## src/rtl/checksum_sched_pkg.sv

```systemverilog
// checksum_sched_pkg: shared state encoding, default widths and id-width helper for checksum_scheduler
package checksum_sched_pkg;
  localparam int NUM_REQ_D = 2;
  localparam int ADDR_W_D = 4;
  localparam int DATA_W_D = 32;
  typedef enum logic [1:0] {IDLE, ISSUE, DRAIN, RESP} state_t;
  function automatic int id_w(input int n);
    return n > 1 ? $clog2(n) : 1;
  endfunction
endpackage

```

## src/rtl/checksum_scheduler_rr_arbiter.sv

```systemverilog
// rr_arbiter: round-robin grant, first valid requester at or after ptr (circular)
module rr_arbiter
  import checksum_sched_pkg::*;
#(
  parameter int NUM_REQ = NUM_REQ_D,
  localparam int ID_W = id_w(NUM_REQ)
) (
  input  logic [NUM_REQ-1:0] valid,
  input  logic [ID_W-1:0]    ptr,
  output logic [ID_W-1:0]    grant,
  output logic               any
);
  logic [2*NUM_REQ-1:0] rot;
  logic [ID_W:0]        idx;
  // rotate the doubled request vector so bit 0 is ptr, pick the lowest set bit, unrotate
  always_comb begin
    rot = {valid, valid} >> ptr;
    idx = {1'b0, ptr};
    for (int i = NUM_REQ - 1; i >= 0; i--)
      if (rot[i]) idx = {1'b0, ptr} + (ID_W+1)'(i);
    grant = idx >= (ID_W+1)'(NUM_REQ) ? ID_W'(idx - (ID_W+1)'(NUM_REQ)) : idx[ID_W-1:0];
    any = |valid;
  end
endmodule

```

## src/rtl/checksum_scheduler.sv

```systemverilog
// checksum_scheduler: round-robin range-sum engine over a shared sync-read memory; CHECKSUM_SCHED_OVERFLOW_EN adds rsp_overflow
module checksum_scheduler
  import checksum_sched_pkg::*;
#(
  parameter int NUM_REQ = NUM_REQ_D,
  parameter int ADDR_W = ADDR_W_D,
  parameter int DATA_W = DATA_W_D,
  localparam int ID_W = id_w(NUM_REQ)
) (
  input  logic                        clock,
  input  logic                        reset_n,
  input  logic [NUM_REQ-1:0]          req_valid,
  output logic [NUM_REQ-1:0]          req_ready,
  input  logic [NUM_REQ*ADDR_W-1:0]   req_base,
  input  logic [NUM_REQ*(ADDR_W+1)-1:0] req_len,
  output logic                        mem_rd_en,
  output logic [ADDR_W-1:0]           mem_rd_addr,
  input  logic [DATA_W-1:0]           mem_rd_data,
  output logic                        rsp_valid,
  input  logic                        rsp_ready,
  output logic [ID_W-1:0]             rsp_id,
  output logic [DATA_W-1:0]           rsp_sum,
  output logic                        busy
`ifdef CHECKSUM_SCHED_OVERFLOW_EN
  , output logic                      rsp_overflow
`endif
);
  state_t            state, nxt;
  logic [ID_W-1:0]   rr_ptr, id, grant;
  logic              any, accept, rd_q;
  logic [ADDR_W-1:0] base;
  logic [ADDR_W:0]   len, cnt, glen;
  logic [DATA_W-1:0] sum, nsum;
`ifdef CHECKSUM_SCHED_OVERFLOW_EN
  logic              ovf, carry;
  assign {carry, nsum} = {1'b0, sum} + {1'b0, mem_rd_data};
  assign rsp_overflow = ovf;
`else
  assign nsum = sum + mem_rd_data;
`endif

  rr_arbiter #(.NUM_REQ(NUM_REQ)) u_arb (
    .valid(req_valid),
    .ptr  (rr_ptr),
    .grant(grant),
    .any  (any)
  );

  assign accept = (state == IDLE) && any;
  assign glen = req_len[grant*(ADDR_W+1) +: ADDR_W+1];

  // next-state and handshake/memory outputs
  always_comb begin
    nxt = state == IDLE  ? (accept ? (glen != '0 ? ISSUE : RESP) : IDLE) :
          state == ISSUE ? (cnt == len - (ADDR_W+1)'(1) ? DRAIN : ISSUE) :
          state == DRAIN ? RESP :
          (rsp_ready ? IDLE : RESP);
    req_ready = accept ? NUM_REQ'(1) << grant : '0;
    mem_rd_en = state == ISSUE;
    mem_rd_addr = mem_rd_en ? base + cnt[ADDR_W-1:0] : '0;
    rsp_valid = state == RESP;
    rsp_id = id;
    rsp_sum = sum;
    busy = state != IDLE;
  end

  // state, request latch and accumulator; data lands one cycle after each read
  always_ff @(posedge clock or negedge reset_n) begin
    if (!reset_n) begin
      state <= IDLE;
      rr_ptr <= '0;
      id <= '0;
      base <= '0;
      len <= '0;
      cnt <= '0;
      sum <= '0;
      rd_q <= 1'b0;
`ifdef CHECKSUM_SCHED_OVERFLOW_EN
      ovf <= 1'b0;
`endif
    end else begin
      state <= nxt;
      rd_q <= mem_rd_en;
      if (accept) begin
        base <= req_base[grant*ADDR_W +: ADDR_W];
        len <= glen;
        id <= grant;
        cnt <= '0;
        sum <= '0;
        rr_ptr <= grant == ID_W'(NUM_REQ - 1) ? '0 : grant + ID_W'(1);
`ifdef CHECKSUM_SCHED_OVERFLOW_EN
        ovf <= 1'b0;
`endif
      end else begin
        if (mem_rd_en) cnt <= cnt + (ADDR_W+1)'(1);
        if (rd_q) begin
          sum <= nsum;
`ifdef CHECKSUM_SCHED_OVERFLOW_EN
          ovf <= ovf | carry;
`endif
        end
      end
    end
  end
endmodule

```

## config.mk

```make
export PLATFORM = sky130hd
export DESIGN_NAME = checksum_scheduler
export DESIGN_NICKNAME = d
export VERILOG_FILES = /design/src/rtl/checksum_sched_pkg.sv /design/src/rtl/checksum_scheduler_rr_arbiter.sv /design/src/rtl/checksum_scheduler.sv
export SDC_FILE = /design/constraint.sdc
export NUM_CORES = 1
export LEC_CHECK = 0
export CAP_MARGIN = 15
export CORE_MARGIN = 2
export CORE_UTILIZATION = 50
export CTS_CLUSTER_DIAMETER = 40
export DETAILED_ROUTE_END_ITERATION = 7
export GPL_ROUTABILITY_DRIVEN = 0
export PLACE_DENSITY = 0.8
export SYNTH_ARGS = -nofsm -noshare
export SYNTH_HDL_FRONTEND = slang
export SYNTH_HIERARCHICAL = 1
export SYNTH_SLANG_ARGS = --single-unit
```

## constraint.sdc

```tcl
create_clock -name clock -period 7 [get_ports clock]
set_input_delay 1.4 -clock clock [delete_from_list [all_inputs] [get_ports clock]]
set_output_delay 1.4 -clock clock [all_outputs]
set_load 0.03 [all_outputs]
```

* Word-level counts from Yosys, hierarchy flattened
Cells that the tools add are included.
** Storage, ports and cells
- Flip-flop bits (word level) :: 51
- Word-level logic and storage cells :: 49
- Output and inout bits :: 42
- Bits of input ports :: 55
** Cells by class
- Order comparisons :: 1
- Shift-type cells :: 4
- Reductions and logical operators :: 7
- $add $sub $neg :: 7
- Mux-type cells :: 17
- Multiply operators :: 1
- Equality and inequality tests :: 4
** Operators with widths (number)
- $mux 32 :: 2
- $add 32x32->32 :: 1
- $mux 2 :: 10
- $mux 5 :: 2
- $shiftx 10x5->5 :: 1
- $shiftx 8x4->4 :: 1
- $reduce_bool 2->1 :: 3
- $add 5x1->5 const B :: 1
- $eq 5x5->1 :: 1
- $reduce_bool 5->1 :: 1
- $sub 5x1->5 const B :: 1
- $add 4x4->4 :: 1
- $eq 2x2->1 const B :: 2
- $mul 1x3->4 const B :: 1
- $mux 4 :: 1
- $shr 4x1->2 :: 1
- $add 1x1->2 const B :: 1
- $eq 2x1->1 const B :: 1
- $ge 2x2->1 const B :: 1
- $logic_not 2->1 :: 1
- $mux 1 :: 2
- $reduce_or 2->1 :: 1
- $shl 1x1->2 const A :: 1
- $add 1x1->1 const B :: 1
- 2 further kinds :: 2

* Longest topological paths before layout
- Depth in word-level cells :: 11
- Gate-level depth with buffers :: 10
- Gate-level depth less buffers :: 10

* By module
Netlist, hierarchy kept.
** Modules (own cells, without submodules)
- checksum_scheduler :: instances 1, sequential area each 1276.2 um^2, cells an instance 467, area an instance 4046.4 um^2
- rr_arbiter :: instances 1, sequential area each 0.0 um^2, cells an instance 4, area an instance 18.8 um^2

* Worst setup path after synthesis
Ideal clock, no wire load.
- Path type :: in2out
- From :: input port req_valid[1]
- To :: output port req_ready[0]
- Data arrival time :: 2375 ps
- Cell stages on the path :: 4
- Slack :: 3225 ps
- Cell sequence :: nor2_1 -> o21ai_1 -> buf_1 -> nor2_1
** On the way
- Word-level cells in the longest chain between the ends :: 7
- Elaborated cells on any way between the ends :: 10
- Those cells by class :: add/sub: 1; order compare: 1; shift: 2; mux: 4; reduce/logical: 2
** RTL lines
- from (decl) :: line checksum_scheduler.sv:12 : input logic [NUM_REQ-1:0] req_valid,
- $shr 4x1->2 (*) :: line checksum_scheduler_rr_arbiter.sv:17 : rot = {valid, valid} >> ptr;
- $mux 2 :: line checksum_scheduler_rr_arbiter.sv:20 : if (rot[i]) idx = {1'b0, ptr} + (ID_W+1)'(i);
- $mux 2 (*) :: line checksum_scheduler_rr_arbiter.sv:20
- $ge 2x2->1 or $sub 1x1->1 (tied branches) :: line checksum_scheduler_rr_arbiter.sv:21 : grant = idx >= (ID_W+1)'(NUM_REQ) ? ID_W'(idx - (ID_W+1)'(NUM_REQ)) : idx[ID_W-1:0];
- $mux 1 (*) :: line checksum_scheduler_rr_arbiter.sv:21
- net grant :: line checksum_scheduler.sv:29 : logic [ID_W-1:0] rr_ptr, id, grant;
- $shl 1x1->2 (*) :: line checksum_scheduler.sv:58 : req_ready = accept ? NUM_REQ'(1) << grant : '0;
- $mux 2 (*) :: line checksum_scheduler.sv:58
- to (decl) :: line checksum_scheduler.sv:13 : output logic [NUM_REQ-1:0] req_ready,
The timed path passes the listed nets; every way through them passes the cells marked *.

* Worst setup path in the final report
- From :: input port req_valid[1]
- To :: output port req_ready[0]
** On the way
- Elaborated cells on any way between the ends :: 10
- Those cells by class :: add/sub: 1; order compare: 1; shift: 2; mux: 4; reduce/logical: 2
** RTL lines
- $reduce_or 2->1 :: line checksum_scheduler_rr_arbiter.sv:22 : any = |valid;
- net any :: line checksum_scheduler.sv:30 : logic any, accept, rd_q;
- $logic_and 1x1->1 :: line checksum_scheduler.sv:49 : assign accept = (state == IDLE) && any;
- $mux 2 :: line checksum_scheduler.sv:58
The timed path passes the listed nets, and every way through them passes these cells.

==> flow_summary_export.csv <==
group,metric,value,unit
timing,totalNegativeSetupSlack,0,ns
route,wl_per_cell,15.0,µm
synthesis,post-synth-top-area-cell,"dfrtp_1",
power,power_density,522,nW/µm²
timing,finalSetupViolations,0,
synthesis,syn-num-nets,564,
timing,period_needed,5.15,ns
placement,place_hpwl,7.45,mm
synthesis,ys.flop_type,"dfrtp_1",
cells_and_area,drive_gt1_share,3.20,%
critical_path,arrival,3.75,ns
global_route,grt_pass1_vias,3761,
job,maxCapViolations,0,
critical_path,cp_slowest_cell,"clkdlybuf4s50_1",
cells_and_area,layout_common_cells,"95 x clkdlybuf4s50_1, 54 x nor2_1, 51 x dfrtp_1, 39 x nand2_1, 37 x o21ai_0",
die,coreArea,7810,µm²
die,die_w,94.2,µm
clock_network,ctsHtreeMaxLevel,2,
global_route,grt_pass1_wl,16.6,mm
synthesis,synth_edf_count,0,
timing,relSlewSlack,26.0,%
clock_network,cts_buffers,5,
route,routed_via_density,5.84,
critical_path,start_kind,"input port",
clock_network,ctsHoldBuffers,0,
global_route,track_usage,22.8,%
synthesis,syn_area,4070,µm²
synthesis,netlist_top_cells_area,"dfrtp_1 31%, ha_1 11%, mux2i_1 6.9%",
critical_path,cp_num_buf_inv,2,
placement,io_buffers,96,
route,routed_wirelength,9.95,mm
timing,fmax,194,MHz
clock_network,cts_tree,"yes",
clock_network,cts-root-buf,"clkbuf_8",
critical_path,critical_path_class,"in -> out",
critical_path,cp_top_family,"buffers and inverters",
route,drtIter0Drc,131,
critical_path,worstPathCellList,"clkdlybuf4s50_1, or2_1, nand2_1, nor2_1, clkdlybuf4s50_1",
cells_and_area,syn_to_final_growth,28.4,%
critical_path,critical_path.most_common_cell,"clkdlybuf4s50_1",
synthesis,postSynthCellCount,471,
cells_and_area,antenna_cells,0,
global_route,grt_max_degree,52,
cells_and_area,layout.cells.non_filler,664,
synthesis,async_flop_share,100,%
clock_network,clk_latency,0.31,ns
power,p_leak,2.36,nW
die,pin_count,97,
clock_network,postCtsResizedCells,0,
die,die-area,8870,µm²
synthesis,syn_avg_cell_area,8.63,µm²
route,drc_errors,0,
cells_and_area,nets,654,
synthesis,yosysWarnings,6,
timing,worst_clock_skew,0.0100,ns
critical_path,cpPeakStageDelay,0.72,ns
clock_network,postCtsSetupBuffers,0,
cells_and_area,layout_commonest_cell,"clkdlybuf4s50_1",
global_route,antenna_found_initial,0,
run_status,run_status,"completed",
placement,dp.cells,656,
route,detail_route.first_pass.iterations,4,
critical_path,required,5.60,ns
synthesis,ys_types,58,
synthesis,synth-seq-cells,51,
synthesis,yosysSeqAreaShare,31.4,%
critical_path,crit_fanout,35,
clock_network,clock_path_buffers,2,
worst_hold_path,min_path_cells,1,
timing,timing.final.crit_share,73.5,%
clock_network,clk_pin_slew_worst_paths,0.10,ns
die,die_y,94.2,µm
critical_path,cp.depth,5,
timing,worst_pin_slew,1.11,ns
route,ant_nets,0,
critical_path,rr_worst_depth,10,
synthesis,synth_top_area_share,31.4,%
die,initial_utilization,52.1,%
worst_hold_path,hold_class,"reg -> reg",
critical_path,setup.worst_path.end_class,"output pin",
timing,rsz0062_at_grt,"false",
timing,slew_viol_final,0,
clock_network,cts.sinks,51,
global_route,grt.overflow.total,0,
die,num_rows,32,
timing,hold_violations,0,
route,vias,3878,
power,max-vdd-ir-drop,0.000297,V
per-stage QoR:
step | power, mW | instance area [µm²] | setup slack (ns) | util [%] | hold slack [ns]
final | 2.73 | 5220 | 1.85 | 66.9 | 0.490
after global routing | 2.95 | 5220 | 1.71 | 66.9 | 0.508
after detailed placement | 2.50 | 5100 | 1.87 | 65.4 | 0.472
after global placement | 2.44 | 5100 | 1.96 | 65.4 | 0.468
after CTS | 2.73 | 5220 | 1.87 | 66.9 | 0.495
after floorplan | 1.95 | 4070 | 3.22 | - | 0.456
power by group:
group	leakage, nW	switching (mW)	internal, mW	total [mW]
Combinational	1.67	1.08	0.832	1.91
Sequential	0.622	0.151	0.448	0.598
Clock	0.0612	0.104	0.116	0.220
Total	2.36	1.33	1.40	2.73
layer usage:
| metal | GRT usage (%) | part of all wire, % | vias up |
|---|---|---|---|
| li1 | - | - | 1894 |
| met1 | 29.3 | 45 | 1849 |
| met2 | 39.8 | 49 | 121 |
| met3 | 3.45 | 4.7 | 14 |
| met4 | 6.04 | 1.2 | 0 |
| met5 | 0 | 0 | - |
cell families after synthesis:
family / Yosys count / share of synthesized area, %
buffers and inverters: 27 / 2.68
adders and majority gates: 38 / 12.1
xor gates and xnor gates: 31 / 6.68
AOI/OAI and AO/OA: 133 / 21.1
muxes: 28 / 6.89
and+or+nand+nor: 163 / 19.1
DFF: 51 / 31.4
cell usage after synthesis (all sizes together), types with 7 or more instances:
cell	instances
a21oi	33
xor2	15
a21o	17
clkbuf	12
inv	11
ha	36
o21ai	38
xnor2	16
o21a	7
nand2	39
a31oi	9
nor2	54
nand3	10
mux2i	28
nor3	17
dfrtp	51
flip-flops by register name (all words and copies together) (netlist names):
signal   count
rsp_sum     32
cnt          5
len          5
base         4
state        2
rd_q         1
rr_ptr       1
rsp_id       1
final timing paths:
| kind | from | slack, ns | endpoint |
|---|---|---|---|
| setup / recovery | req_valid[1] | 1.85 | req_ready[0] |
| hold / removal | rsp_id | 0.49 | rsp_id |
| setup reg to reg | rsp_sum[0] | 4.04 | rsp_sum[28] |
| max in group asynchronous | reset_n | 5.37 | rsp_sum[1] |
| hold reg to reg | rsp_id | 0.49 | rsp_id |
| min in group asynchronous | reset_n | 1.20 | rsp_sum[15] |
area by class of cell:
| type | count | area, µm² |
|---|---|---|
| multi-input combinational | 393 | 2680 |
| fill | 673 | 2590 |
| sequential | 51 | 1280 |
| timing repair buffer | 99 | 978 |
| tap | 102 | 128 |
| clock buffer | 6 | 82.6 |
| inverter | 11 | 41.3 |
| clock inverter | 2 | 35.0 |
(Power assumes the default switching activity.)
